`src/rtl/sweep_pkg.sv`:
```
// ---------------------------------------------------------------------------
// sweep_pkg
// Shared definitions for abcd_sweep_sequencer and its hold timer:
//   state_t              sequencer FSM states
//   DEF_WIDTH            default vector width (4 -> inputs A..D)
//   DEF_HOLD_CYCLES      default transfer-to-transfer spacing (1 = back-to-back)
//   last_vec(width)      all-ones value of a width-bit vector (final sweep vector)
// ---------------------------------------------------------------------------
package sweep_pkg;

  typedef enum logic [2:0] {
    IDLE    = 3'd0,
    PRESENT = 3'd1,
    HOLD    = 3'd2,
    PAUSE   = 3'd3,
    DONE    = 3'd4
  } state_t;

  localparam int DEF_WIDTH       = 4;
  localparam int DEF_HOLD_CYCLES = 1;

  // Built bit by bit so a width of 32 does not overflow a shift.
  function automatic logic [31:0] last_vec(input int width);
    logic [31:0] v;
    v = '0;
    for (int i = 0; i < 32; i++) begin
      if (i < width) v[i] = 1'b1;
    end
    return v;
  endfunction

endpackage

```
`src/rtl/sweep_hold_timer.sv`:
```
// ---------------------------------------------------------------------------
// sweep_hold_timer
// Loadable down-counter that times the valid-low gap between transfers.
// Ports:
//   clk      in   clock, rising edge
//   rst_n    in   asynchronous active-low reset (count -> 0)
//   load     in   load LOAD_VAL into the counter
//   en       in   count down by one (saturates at zero)
//   expired  out  terminal count reached (count == 0)
// ---------------------------------------------------------------------------
module sweep_hold_timer
  import sweep_pkg::*;
#(
  parameter int            CW       = 1,
  parameter logic [CW-1:0] LOAD_VAL = '0
) (
  input  logic clk,
  input  logic rst_n,
  input  logic load,
  input  logic en,
  output logic expired
);

  logic [CW-1:0] count;

  always_ff @(posedge clk or negedge rst_n) begin
    if (!rst_n) begin
      count <= '0;
    end else if (load) begin
      count <= LOAD_VAL;
    end else if (en && (count != '0)) begin
      count <= count - 1'b1;
    end
  end

  assign expired = (count == '0);

endmodule

```
`src/rtl/abcd_sweep_sequencer.sv`:
```
// ---------------------------------------------------------------------------
// abcd_sweep_sequencer
// Sweeps a WIDTH-bit stimulus vector from 0 to all-ones under a valid/ready
// handshake, either free-running or one vector per step pulse, and optionally
// captures the decoder outputs F1/F2 per vector.
//
// Optional feature macro: SWEEP_RESULT_CAPTURE_EN
//   defined   : result_f1/result_f2 record f1_in/f2_in at each transfer,
//               cleared when a sweep starts
//   undefined : result words tied to 0, f1_in/f2_in ignored
//
// Ports:
//   clk, rst_n            clock (rising edge), async active-low reset
//   start                 begin a sweep (IDLE only); step_mode latched then
//   step_mode             0 = free sweep, 1 = single-step
//   step                  advance one vector (PAUSE only, never queued)
//   abort                 return to IDLE from any busy state
//   vec_out, vec_valid    current vector and its valid flag
//   vec_ready             downstream accept; transfer = vec_valid && vec_ready
//   busy                  high outside IDLE
//   done                  one-cycle pulse after the final transfer
//   f1_in, f2_in          decoder outputs for vec_out
//   result_f1, result_f2  captured outputs, bit i = vector i
//
// State     | meaning
// ----------+-----------------------------------------------------------
// IDLE      | waiting for start, vec_valid low
// PRESENT   | vec_valid high, vec_out stable until a transfer
// HOLD      | valid-low gap of HOLD_CYCLES-1 cycles between vectors
// PAUSE     | single-step mode, waiting for step
// DONE      | final vector transferred, done pulse, back to IDLE
// ---------------------------------------------------------------------------
module abcd_sweep_sequencer
  import sweep_pkg::*;
#(
  parameter int WIDTH       = DEF_WIDTH,
  parameter int HOLD_CYCLES = DEF_HOLD_CYCLES
) (
  input  logic                  clk,
  input  logic                  rst_n,
  input  logic                  start,
  input  logic                  step_mode,
  input  logic                  step,
  input  logic                  abort,
  output logic [WIDTH-1:0]      vec_out,
  output logic                  vec_valid,
  input  logic                  vec_ready,
  output logic                  busy,
  output logic                  done,
  input  logic                  f1_in,
  input  logic                  f2_in,
  output logic [(1<<WIDTH)-1:0] result_f1,
  output logic [(1<<WIDTH)-1:0] result_f2
);

  localparam logic [WIDTH-1:0] LAST_VEC = WIDTH'(last_vec(WIDTH));
  localparam bit USE_HOLD = (HOLD_CYCLES > 1);

  // The first HOLD cycle is the one right after the load, so the counter
  // starts at HOLD_CYCLES-2 and the last HOLD cycle is the terminal count.
  localparam int            HCW       = (HOLD_CYCLES > 2) ? $clog2(HOLD_CYCLES) : 1;
  localparam logic [HCW-1:0] HOLD_LOAD = HCW'((HOLD_CYCLES > 2) ? (HOLD_CYCLES - 2) : 0);

  state_t           state, state_n;
  logic [WIDTH-1:0] vec_n;
  logic             valid_n, busy_n, done_n;
  logic             mode, mode_n;
  logic             timer_load, timer_en, hold_expired;
  logic             xfer;

  assign xfer     = vec_valid && vec_ready;
  assign timer_en = (state == HOLD);

  sweep_hold_timer #(
    .CW       (HCW),
    .LOAD_VAL (HOLD_LOAD)
  ) u_hold_timer (
    .clk     (clk),
    .rst_n   (rst_n),
    .load    (timer_load),
    .en      (timer_en),
    .expired (hold_expired)
  );

  always_ff @(posedge clk or negedge rst_n) begin
    if (!rst_n) begin
      state     <= IDLE;
      vec_out   <= '0;
      vec_valid <= 1'b0;
      busy      <= 1'b0;
      done      <= 1'b0;
      mode      <= 1'b0;
    end else begin
      state     <= state_n;
      vec_out   <= vec_n;
      vec_valid <= valid_n;
      busy      <= busy_n;
      done      <= done_n;
      mode      <= mode_n;
    end
  end

  always_comb begin
    state_n    = state;
    vec_n      = vec_out;
    valid_n    = vec_valid;
    busy_n     = busy;
    done_n     = 1'b0;
    mode_n     = mode;
    timer_load = 1'b0;

    case (state)
      IDLE: begin
        if (start) begin
          state_n = PRESENT;
          vec_n   = '0;
          valid_n = 1'b1;
          busy_n  = 1'b1;
          mode_n  = step_mode;
        end
      end

      PRESENT: begin
        if (xfer) begin
          if (vec_out == LAST_VEC) begin
            state_n = DONE;
            valid_n = 1'b0;
            done_n  = 1'b1;
          end else begin
            vec_n = vec_out + 1'b1;
            if (mode) begin
              state_n = PAUSE;
              valid_n = 1'b0;
            end else if (USE_HOLD) begin
              state_n    = HOLD;
              valid_n    = 1'b0;
              timer_load = 1'b1;
            end
          end
        end
      end

      HOLD: begin
        if (hold_expired) begin
          state_n = PRESENT;
          valid_n = 1'b1;
        end
      end

      PAUSE: begin
        if (step) begin
          state_n = PRESENT;
          valid_n = 1'b1;
        end
      end

      DONE: begin
        state_n = IDLE;
        busy_n  = 1'b0;
      end

      default: begin
        state_n = IDLE;
        vec_n   = '0;
        valid_n = 1'b0;
        busy_n  = 1'b0;
      end
    endcase

    // Abort wins over anything the state logic decided, including a transfer.
    if (abort && (state != IDLE)) begin
      state_n    = IDLE;
      vec_n      = '0;
      valid_n    = 1'b0;
      busy_n     = 1'b0;
      done_n     = 1'b0;
      timer_load = 1'b0;
    end
  end

`ifdef SWEEP_RESULT_CAPTURE_EN
  logic cap_clr, cap_we;

  assign cap_clr = (state == IDLE) && start;
  assign cap_we  = xfer && (state == PRESENT) && !abort;

  always_ff @(posedge clk or negedge rst_n) begin
    if (!rst_n) begin
      result_f1 <= '0;
      result_f2 <= '0;
    end else if (cap_clr) begin
      result_f1 <= '0;
      result_f2 <= '0;
    end else if (cap_we) begin
      result_f1[vec_out] <= f1_in;
      result_f2[vec_out] <= f2_in;
    end
  end
`else
  logic unused_capture_inputs;

  assign unused_capture_inputs = ^{f1_in, f2_in};
  assign result_f1 = '0;
  assign result_f2 = '0;
`endif

endmodule

```
`config.mk`:
```
export PLATFORM = sky130hd
export DESIGN_NAME = abcd_sweep_sequencer
export DESIGN_NICKNAME = d
export VERILOG_FILES = /design/src/rtl/sweep_pkg.sv /design/src/rtl/sweep_hold_timer.sv /design/src/rtl/abcd_sweep_sequencer.sv
export SDC_FILE = /design/constraint.sdc
export NUM_CORES = 1
export LEC_CHECK = 0
export ABC_CLOCK_PERIOD_IN_PS = 2020
export CORE_UTILIZATION = 39
export DETAILED_ROUTE_END_ITERATION = 7
export HOLD_SLACK_MARGIN = 0.05
export PLACE_DENSITY_LB_ADDON = 0.12
export SETUP_SLACK_MARGIN = 0.5
export SLEW_MARGIN = 10
export SYNTH_ARGS = -nofsm -noshare
export SYNTH_HDL_FRONTEND = slang
export SYNTH_SLANG_ARGS = --single-unit
```
`constraint.sdc`:
```
create_clock -name clk -period 2.02 [get_ports clk]
set_clock_uncertainty 0.05 [all_clocks]
set_input_delay 0.404 -clock clk [delete_from_list [all_inputs] [get_ports clk]]
set_output_delay 0.404 -clock clk [all_outputs]
set_load 0.02 [all_outputs]
```
==> impl_metrics.json, run 1 <==
{
  "worstPathCellList": "ha_4 > nand3_4 > nand3_2 > a221o_1 > mux2_4",
  "antennaDiodeCount": 0,
  "hp-class": "in2async",
  "dpl.hpwl_mm": 1.19,
  "yosysTopAreaCellShare": 0.319,
  "clock_path_buffers": 2,
  "first_pass_iters": 4,
  "synthesis.area_um2": 941,
  "htree_levels": 1,
  "grt_max_degree": 15,
  "first_global_vias": 614,
  "ys_seq_area_frac": 0.319,
  "critical_path_class": "reg2reg",
  "core_area_um2": 2230,
  "worst_slew_pin_slew_ps": 543,
  "drive_gt1_frac": 0.315,
  "synth_largest_area_cell": "dfrtp_1",
  "slowest_delay_ps": 440,
  "ir_drop_v": 0.000412,
  "wl_mm": 1.81,
  "post-route-period-util": 0.771,
  "synth_flop_cell": "dfrtp_1",
  "power_density_nw_per_um2": 831,
  "slew_headroom": 0.637,
  "num_vias": 729,
  "rows": 17,
  "rrSetupSlack_ps": 460,
  "ys_ff_latch": 12,
  "cts_tree": "built",
  "status": "finished, final reports clean",
  "ys_warn_count": 0,
  "vias_per_cell": 4.61,
  "synthArstFlopShare": 1.00,
  "dieArea_um2": 2610,
  "drv_slew": 0,
  "end_kind": "flip-flop",
  "leakagePower_nw": 0.565,
  "clockRootBuffer": "clkbuf_4",
  "crit_buf_inv": 0,
  "reg2reg_to": "vec_out[0]$_DFFE_PN0P_",
  "ctsHoldBuffers": 0,
  "final_hold_viol_count": 0,
  "netlist_instances": 102,
  "initial_core_util": 0.421,
  "synthTopCellsByArea": "dfrtp_1 32%, buf_4 26%, o21ai_0 3.7%",
  "cp.required_ps": 2130,
  "reg2regPathDepth": 5,
  "cp_top_family": "flip-flops",
  "antenna_found_initial": 0,
  "synth-edff-count": 0,
  "io_buffers": 13,
  "drv_cap": 0,
  "cts_buffers": 3,
  "fin_crit_ps": 1560,
  "max_freq_mhz": 642,
  "rsz0062_at_grt": "yes",
  "syn_avg_cell_area_um2": 9.22,
  "r2r-start": "vec_out[1]$_DFFE_PN0P_",
  "remaining_drc_errors": 0,
  "grt_pass1_wl_mm": 2.82,
  "dieWidth_um": 51.1,
  "synth.distinct_cells": 34,
  "p_total_mw": 0.940,
  "fin_ws_ps": 464,
  "wl_per_cell_um": 11.4,
  "areaGrowthSynthToFinish_pct": 20.2,
  "cp_slowest_cell": "dfrtp_2",
  "crit_arrival_ps": 1660,
  "grtUsageTotal": 0.151,
  "ys_top_cells_by_count": "32 x buf_4, 12 x dfrtp_1, 7 x nor2_1, 7 x o21ai_0, 6 x nand3_1",
  "drt_iter0_drc": 13,
  "place.gp.congestion": 0.755,
  "path_clk_slew_ps": 70,
  "critPathMaxFanout": 4,
  "die_h_um": 51.1,
  "clock-sinks": 12,
  "num_io_pins": 48,
  "critPathLaunchType": "flip-flop",
  "dp_slack_ps": -12.1,
  "nNetsFinal": 141,
  "clk_latency_ps": 270,
  "yosysMostFrequentCell": "buf_4",
  "setup_viol": 0,
  "globalRoute.totalOverflow": 0,
  "ant_nets": 0
}
[cell usage in the layout, fill, tap and decap left out, drive strengths merged, types with 3 or more instances in the layout]
master / Yosys / layout
buf: 34 / 15
o21ai: 7 / 7
conb: 1 / 32
clkdlybuf4s50: 0 / 3
dfrtp: 12 / 12
clkbuf: 1 / 8
dlygate4sd2: 0 / 6
nand3: 7 / 7
nor2: 7 / 7
[worst max path at each step]
stage / startpoint / to / cells after the start / slack (ps)
finish: vec_out[1]$_DFFE_PN0P_ / vec_out[0]$_DFFE_PN0P_ / 5 / 460
global placement: abort / vec_out[0]$_DFFE_PN0P_ / 4 / 20
global route: vec_out[1]$_DFFE_PN0P_ / vec_out[2]$_DFFE_PN0P_ / 5 / 400
CTS: vec_out[0]$_DFFE_PN0P_ / vec_out[0] / 2 / 440
detailed placement: abort / vec_out[0]$_DFFE_PN0P_ / 4 / -10
floorplan: vec_out[0]$_DFFE_PN0P_ / vec_out[0]$_DFFE_PN0P_ / 5 / 470
[state kept, by name, summed over array words and instances (netlist names)]
register,flops
state,3
vec_valid,1
busy,1
done,1
u_hold_timer.count,1
mode,1
vec_out,4
[metrics by stage]
step	std cells	instance area [um^2]	hold WS (ps)	setup TNS, ps	utilization
2_1_floorplan	133	1080	58.4	0	-
3_3_place_gp	144	1020	482	0	0.458
3_5_place_dp	144	1020	484	-21.2	0.458
4_1_cts	151	1090	459	0	0.489
5_1_grt	158	1130	485	0	0.506
6_report	158	1130	437	0	0.506
[power by group]
part | switching (mW) | internal (mW) | total [mW]
registers | 0.0727 | 0.293 | 0.366
clock network | 0.0743 | 0.0764 | 0.151
logic | 0.226 | 0.197 | 0.423
[cell families (layout without fill, tap and decap cells)]
group,Yosys count,in the layout,synth area share
buffers and inverters,36,33,0.282
AND/OR/NAND/NOR,28,28,0.189
AO/OA/AOI/OAI,22,22,0.169
flip-flops,12,12,0.319
multiplexers,2,2,0.0239
adder cells (fa/ha/maj),1,1,0.0133
other,1,32,0.00399
[cell type report]
| type | instances | area, um^2 |
|---|---|---|
| Fill cell | 229 | 1100 |
| Multi-Input combinational cell | 85 | 542 |
| Sequential cell | 12 | 309 |
| Timing Repair Buffer | 28 | 215 |
| Tap cell | 28 | 35.0 |
| Clock buffer | 4 | 26.3 |
| Inverter | 1 | 3.75 |
[routing by layer]
| layer | up-vias | GRT usage | wire, um | share of wire |
|---|---|---|---|---|
| li1 | 348 | - | - | - |
| met1 | 334 | 0.179 | 779 | 0.43 |
| met2 | 43 | 0.254 | 853 | 0.47 |
| met3 | 4 | 0.0595 | 142 | 0.079 |
| met4 | 0 | 0.0324 | 31 | 0.017 |
| met5 | - | 0 | 0 | 0 |
[repair_timing]
action                     in CTS  in global routing
buffers inserted                3                  7
setup endpoints to repair      15                 10
hold endpoints to repair        0                  0
gates resized for setup        21                  9
pin swaps                       3                  2
Power figures use the tool's default switching activity.
==> run 2: changes to the inputs <==
ABC_CLOCK_PERIOD_IN_PS = 1600   (was 2020)
clock period = 1.6 ns   (was 2.02 ns; I/O delays follow)
==> run 2 against run 1 <==
Against the previous run:
- worst hold slack worse by 150 ps
- combinational power up 110%
- first-iteration DRC count is 15% lower
==> impl_metrics.json, run 2 (same netlist as run 1, synthesis figures left out) <==
{
  "power_density_nw_per_um2": 1100,
  "grt_max_degree": 13,
  "max_freq_mhz": 638,
  "fin_setup_tns_ps": 0,
  "path_common_cell": "nand3_2",
  "crit_buf_inv": 0,
  "ant_nets": 0,
  "dp_slack_ps": -310,
  "die_h_um": 51.1,
  "critPathLaunchType": "flip-flop",
  "io_buffers": 13,
  "critical_path_class": "reg2reg",
  "dieArea_um2": 2610,
  "rsz0062_at_grt": "yes",
  "drv_slew": 0,
  "globalRoute.totalOverflow": 0,
  "place.gp.congestion": 0.808,
  "clk_latency_ps": 270,
  "wl_per_cell_um": 13.1,
  "final_hold_viol_count": 0,
  "dpl.hpwl_mm": 1.41,
  "htree_levels": 1,
  "drt_iter0_drc": 11,
  "fin_cells": 175,
  "final_common_cell": "conb_1",
  "setup_viol": 0,
  "end_kind": "flip-flop",
  "clockRootBuffer": "clkbuf_4",
  "grtUsageTotal": 0.183,
  "leakagePower_nw": 0.699,
  "drv_cap": 0,
  "rows": 17,
  "areaGrowthSynthToFinish_pct": 53.5,
  "hp-class": "in2async",
  "dieWidth_um": 51.1,
  "num_io_pins": 48,
  "cts_tree": "built",
  "clock-sinks": 12,
  "remaining_drc_errors": 0,
  "first_global_vias": 735,
  "p_total_mw": 1.59,
  "top_regs": "vec_out x4, state x3",
  "cp_slowest_cell": "dfrtp_2",
  "path_clk_slew_ps": 70,
  "antennaDiodeCount": 0,
  "num_vias": 820,
  "core_area_um2": 2230,
  "largest_reg_flops": 4,
  "initial_core_util": 0.421,
  "cts_buffers": 3,
  "first_pass_iters": 6,
  "reg2reg_to": "vec_out[2]$_DFFE_PN0P_",
  "status": "finished, final reports clean",
  "crit_arrival_ps": 1670,
  "nFillCells": 181,
  "ir_drop_v": 0.000692,
  "slowest_delay_ps": 430,
  "largest-register": "vec_out",
  "worstPathCellList": "ha_4 > nand3_2 > nand3_2 > a221o_1 > a211o_1",
  "nNetsFinal": 158,
  "critPathMaxFanout": 4,
  "cp.required_ps": 1710,
  "drive_gt1_frac": 0.503,
  "layout_common_cells": "32 x conb_1, 23 x buf_6, 16 x buf_4",
  "vias_per_cell": 4.69,
  "r2r-start": "vec_out[1]$_DFFE_PN0P_",
  "wl_mm": 2.30,
  "post-route-period-util": 0.979,
  "fin_crit_ps": 1570,
  "grt_pass1_wl_mm": 3.46,
  "clock_path_buffers": 2,
  "dp.cells": 153,
  "rrSetupSlack_ps": 30,
  "cp_top_family": "compound AO/OA/AOI/OAI gates",
  "fin_ws_ps": 33.7,
  "reg2regPathDepth": 5,
  "antenna_found_initial": 0
}
==> run 2: cell count changes in the layout (fill, tap and decap cells not counted), sizes merged <==
cell and delta:
buf +24, clkbuf -4, dlygate4sd2 -3
==> run 2: worst max path at each step <==
| stage | start | endpoint | slack [ps] | cells past startpoint |
|---|---|---|---|---|
| after floorplan | vec_out[0]$_DFFE_PN0P_ | vec_out[0]$_DFFE_PN0P_ | 50 | 5 |
| after global routing | vec_out[0]$_DFFE_PN0P_ | vec_out[2]$_DFFE_PN0P_ | -20 | 5 |
| after detailed placement | abort | vec_out[1]$_DFFE_PN0P_ | -310 | 4 |
| final | vec_out[1]$_DFFE_PN0P_ | vec_out[2]$_DFFE_PN0P_ | 30 | 5 |
| after CTS | vec_out[0]$_DFFE_PN0P_ | vec_out[0] | 50 | 2 |
| after global placement | abort | vec_out[0]$_DFFE_PN0P_ | -280 | 4 |
==> run 2: what timing repair did <==
item                                    in CTS  in global routing
pin swaps                                    6                  8
endpoints found under the setup margin      18                 19
hold buffers                                 0                  0
cloned                                       0                  0
resized for setup                           68                 25
setup buffers                               13                  5
==> run 2: layout make-up <==
class / count / area (um^2) / share of cell area
inverter: 1 / 3.75 / 0.00260
tap: 28 / 35.0 / 0.0243
sequential: 12 / 309 / 0.214
multi-input combinational: 85 / 624 / 0.432
clock buffer: 4 / 36.3 / 0.0251
timing repair buffer: 45 / 435 / 0.302
==> run 2: power breakdown <==
group,internal [mW],switching [mW],total (mW)
Combinational,0.489,0.408,0.897
Sequential,0.370,0.0849,0.455
Clock,0.138,0.101,0.239
==> run 2: layer usage <==
metal / GRT usage / part of all wire
met1: 0.207 / 0.45
met2: 0.338 / 0.49
met3: 0.0565 / 0.058
met4: 0.0278 / 0.0074
met5: 0 / 0
==> run 2: metrics by stage <==
stage               utilization  hold slack, ps  instance area (um^2)
global route              0.646             290                  1440
finish                    0.646             290                  1440
global placement          0.495             487                  1100
CTS                       0.594             286                  1330
floorplan                     -           -25.6                  1120
detailed placement        0.495             498                  1100
==> variant, RTL diff (flow settings as in run 2) <==
The package constant `DEF_WIDTH` goes from 4 to 5. Comments in the files are not updated.
--- a/src/rtl/sweep_pkg.sv
+++ b/src/rtl/sweep_pkg.sv
@@ -16,7 +16,7 @@
     DONE    = 3'd4
   } state_t;
 
-  localparam int DEF_WIDTH       = 4;
+  localparam int DEF_WIDTH       = 5;
   localparam int DEF_HOLD_CYCLES = 1;
 
   // Built bit by bit so a width of 32 does not overflow a shift.
Ports: changed (resized result_f1, result_f2 and vec_out); port bits go from 48 to 81. The function was not compared with the original's and may differ.
==> variant against run 2 <==
- the flow now finishes with violations (design-rule violations, negative setup slack)
- non-clock buffer count down 6
- synthesized cell count rose by 31%
- total power is 12% lower
- worst setup slack lost 0.34 ns
- sequential cell count is 1 higher
- cell area up 2.0%
- area after synthesis rose by 27%
- wire length decreased by 14%
- combinational power down 18%
- clock power fell by 16%
==> variant: results (changes against run 2) <==
<table>
<tr><th>Metric</th><th>Value</th></tr>
<tr><th colspan="2">Outcome</th></tr>
<tr><td>Status</td><td>finished, violations left (was complete, no violations)</td></tr>
<tr><td>Failing checks</td><td>design-rule violations, negative setup slack</td></tr>
<tr><th colspan="2">STA</th></tr>
<tr><td>Final critical-path setup slack</td><td>-0.308 ns (was 0.0337 ns)</td></tr>
<tr><td>Final setup fails</td><td>8 (was 0)</td></tr>
<tr><td>Sum of negative setup slack</td><td>-1.80 ns (was 0 ns)</td></tr>
<tr><td>Hold WS</td><td>0.297 ns (was 0.290 ns)</td></tr>
<tr><th colspan="2">Place</th></tr>
<tr><td>Number of buffer cells added on primary ports</td><td>14 (was 13)</td></tr>
<tr><td>Post-DP Area</td><td>1280 um2 (was 1100 um2)</td></tr>
<tr><td>Dpl ws</td><td>-0.320 ns (was -0.310 ns)</td></tr>
<tr><td>Number of placed cells counting well taps</td><td>191 (was 153)</td></tr>
<tr><td>Weighted congestion reported at the end of routability-driven placement</td><td>0.787 (was 0.808)</td></tr>
<tr><th colspan="2">Route</th></tr>
<tr><td>Count of unresolved DRC violations after routing</td><td>5 (was 0)</td></tr>
<tr><td>Initial drt markers</td><td>14 (was 11)</td></tr>
<tr><td>Average wire per cell in the routed design</td><td>9.75 um (was 13.1 um)</td></tr>
<tr><th colspan="2">GRT</th></tr>
<tr><td>Global-route total usage across every layer</td><td>11.7% (was 18.3%)</td></tr>
<tr><td>Wire length of the first global-routing pass</td><td>3050 um (was 3460 um)</td></tr>
<tr><td>Pin count of the biggest net entering global routing</td><td>14 (was 13)</td></tr>
<tr><th colspan="2">Synthesis</th></tr>
<tr><td>Synth unique cells</td><td>36 (was 34)</td></tr>
<tr><td>Leading cell types by total area after synthesis</td><td>buf_4 40%, dfrtp_1 27%, nand2_1 2.2% (was dfrtp_1 32%, buf_4 26%, o21ai_0 3.7%)</td></tr>
<tr><td>Top cells by count, synth</td><td>64 x buf_4, 13 x dfrtp_1, 7 x nand2_1 (was 32 x buf_4, 12 x dfrtp_1, 7 x nor2_1, 7 x o21ai_0, 6 x nand3_1)</td></tr>
<tr><th colspan="2">Cells and area</th></tr>
<tr><td>Number of nets in the layout</td><td>184 (was 158)</td></tr>
<tr><td>Registers with the most flip-flops</td><td>vec_out x5, state x3 (was vec_out x4, state x3)</td></tr>
<tr><td>Filler Cell Count</td><td>260 (was 181)</td></tr>
<tr><th colspan="2">Power</th></tr>
<tr><td>Worst IR Drop VDD</td><td>0.357 mV (was 0.692 mV)</td></tr>
<tr><td>Leakage power figure</td><td>0.767 nW (was 0.699 nW)</td></tr>
<tr><th colspan="2">Setup path</th></tr>
<tr><td>Worst reg-to-reg path cell count</td><td>7 (was 5)</td></tr>
</table>
## variant: changes by cell type in the layout (fill, tap and decap cells not counted), moves of 3 or more
cell	delta
dfrtp_1	+3
nand3_2	-3
nand2_1	+5
dlygate4sd2_1	-3
conb_1	+32
and3_4	+3
buf_6	-6
nand3_1	-3
nor2_4	-3
clkdlybuf4s50_1	+3
## variant: cell type report
type                            count  share of cell area (%)
Clock buffer                        4                    1.78
Multi-Input combinational cell    115                    47.6
Timing Repair Buffer               39                    25.2
Sequential cell                    13                    22.5
Tap cell                           31                    2.63
Inverter                            1                   0.255
## variant: repair_timing
| action | CTS | global route |
|---|---|---|
| hold endpoints to repair | 0 | 0 |
| buffers inserted | 4 | 4 |
| cloned | 0 | 0 |
| pin swaps | 7 | 5 |
| setup endpoints to repair | 19 | 21 |
| gates resized for setup | 58 | 13 |
## variant: critical path: cells and delay by family, from the launching register on
family / cells / cell delay, ns
mux: 1 / 0.26
simple gates: 1 / 0.18
compound gates: 3 / 0.56
flops: 1 / 0.44
fa+ha+maj: 2 / 0.31
## variant: cell families (layout without fill, tap and decap cells)
kind of cell | count (synthesis) | after routing | share of synthesized area, %
compound gates | 20 | 20 | 12.1
flops | 13 | 13 | 27.2
buf+inv | 69 | 44 | 42.6
other cells | 1 | 64 | 0.314
simple gates | 26 | 26 | 13.0
fa+ha+maj | 2 | 2 | 2.09
mux | 3 | 3 | 2.72
## variant: per-layer routing
metal	vias up	share of wire (%)	GRT usage, %
met4	0	1.6	5.23
met3	5	6.4	1.36
li1	401	-	-
met5	-	0	0
met2	47	47	18.9
met1	397	45	15.8
## variant: power by group
group	internal, mW	switching [mW]
Combinational	0.344	0.388
Clock	0.0966	0.105
Sequential	0.389	0.0766
Total	0.830	0.569
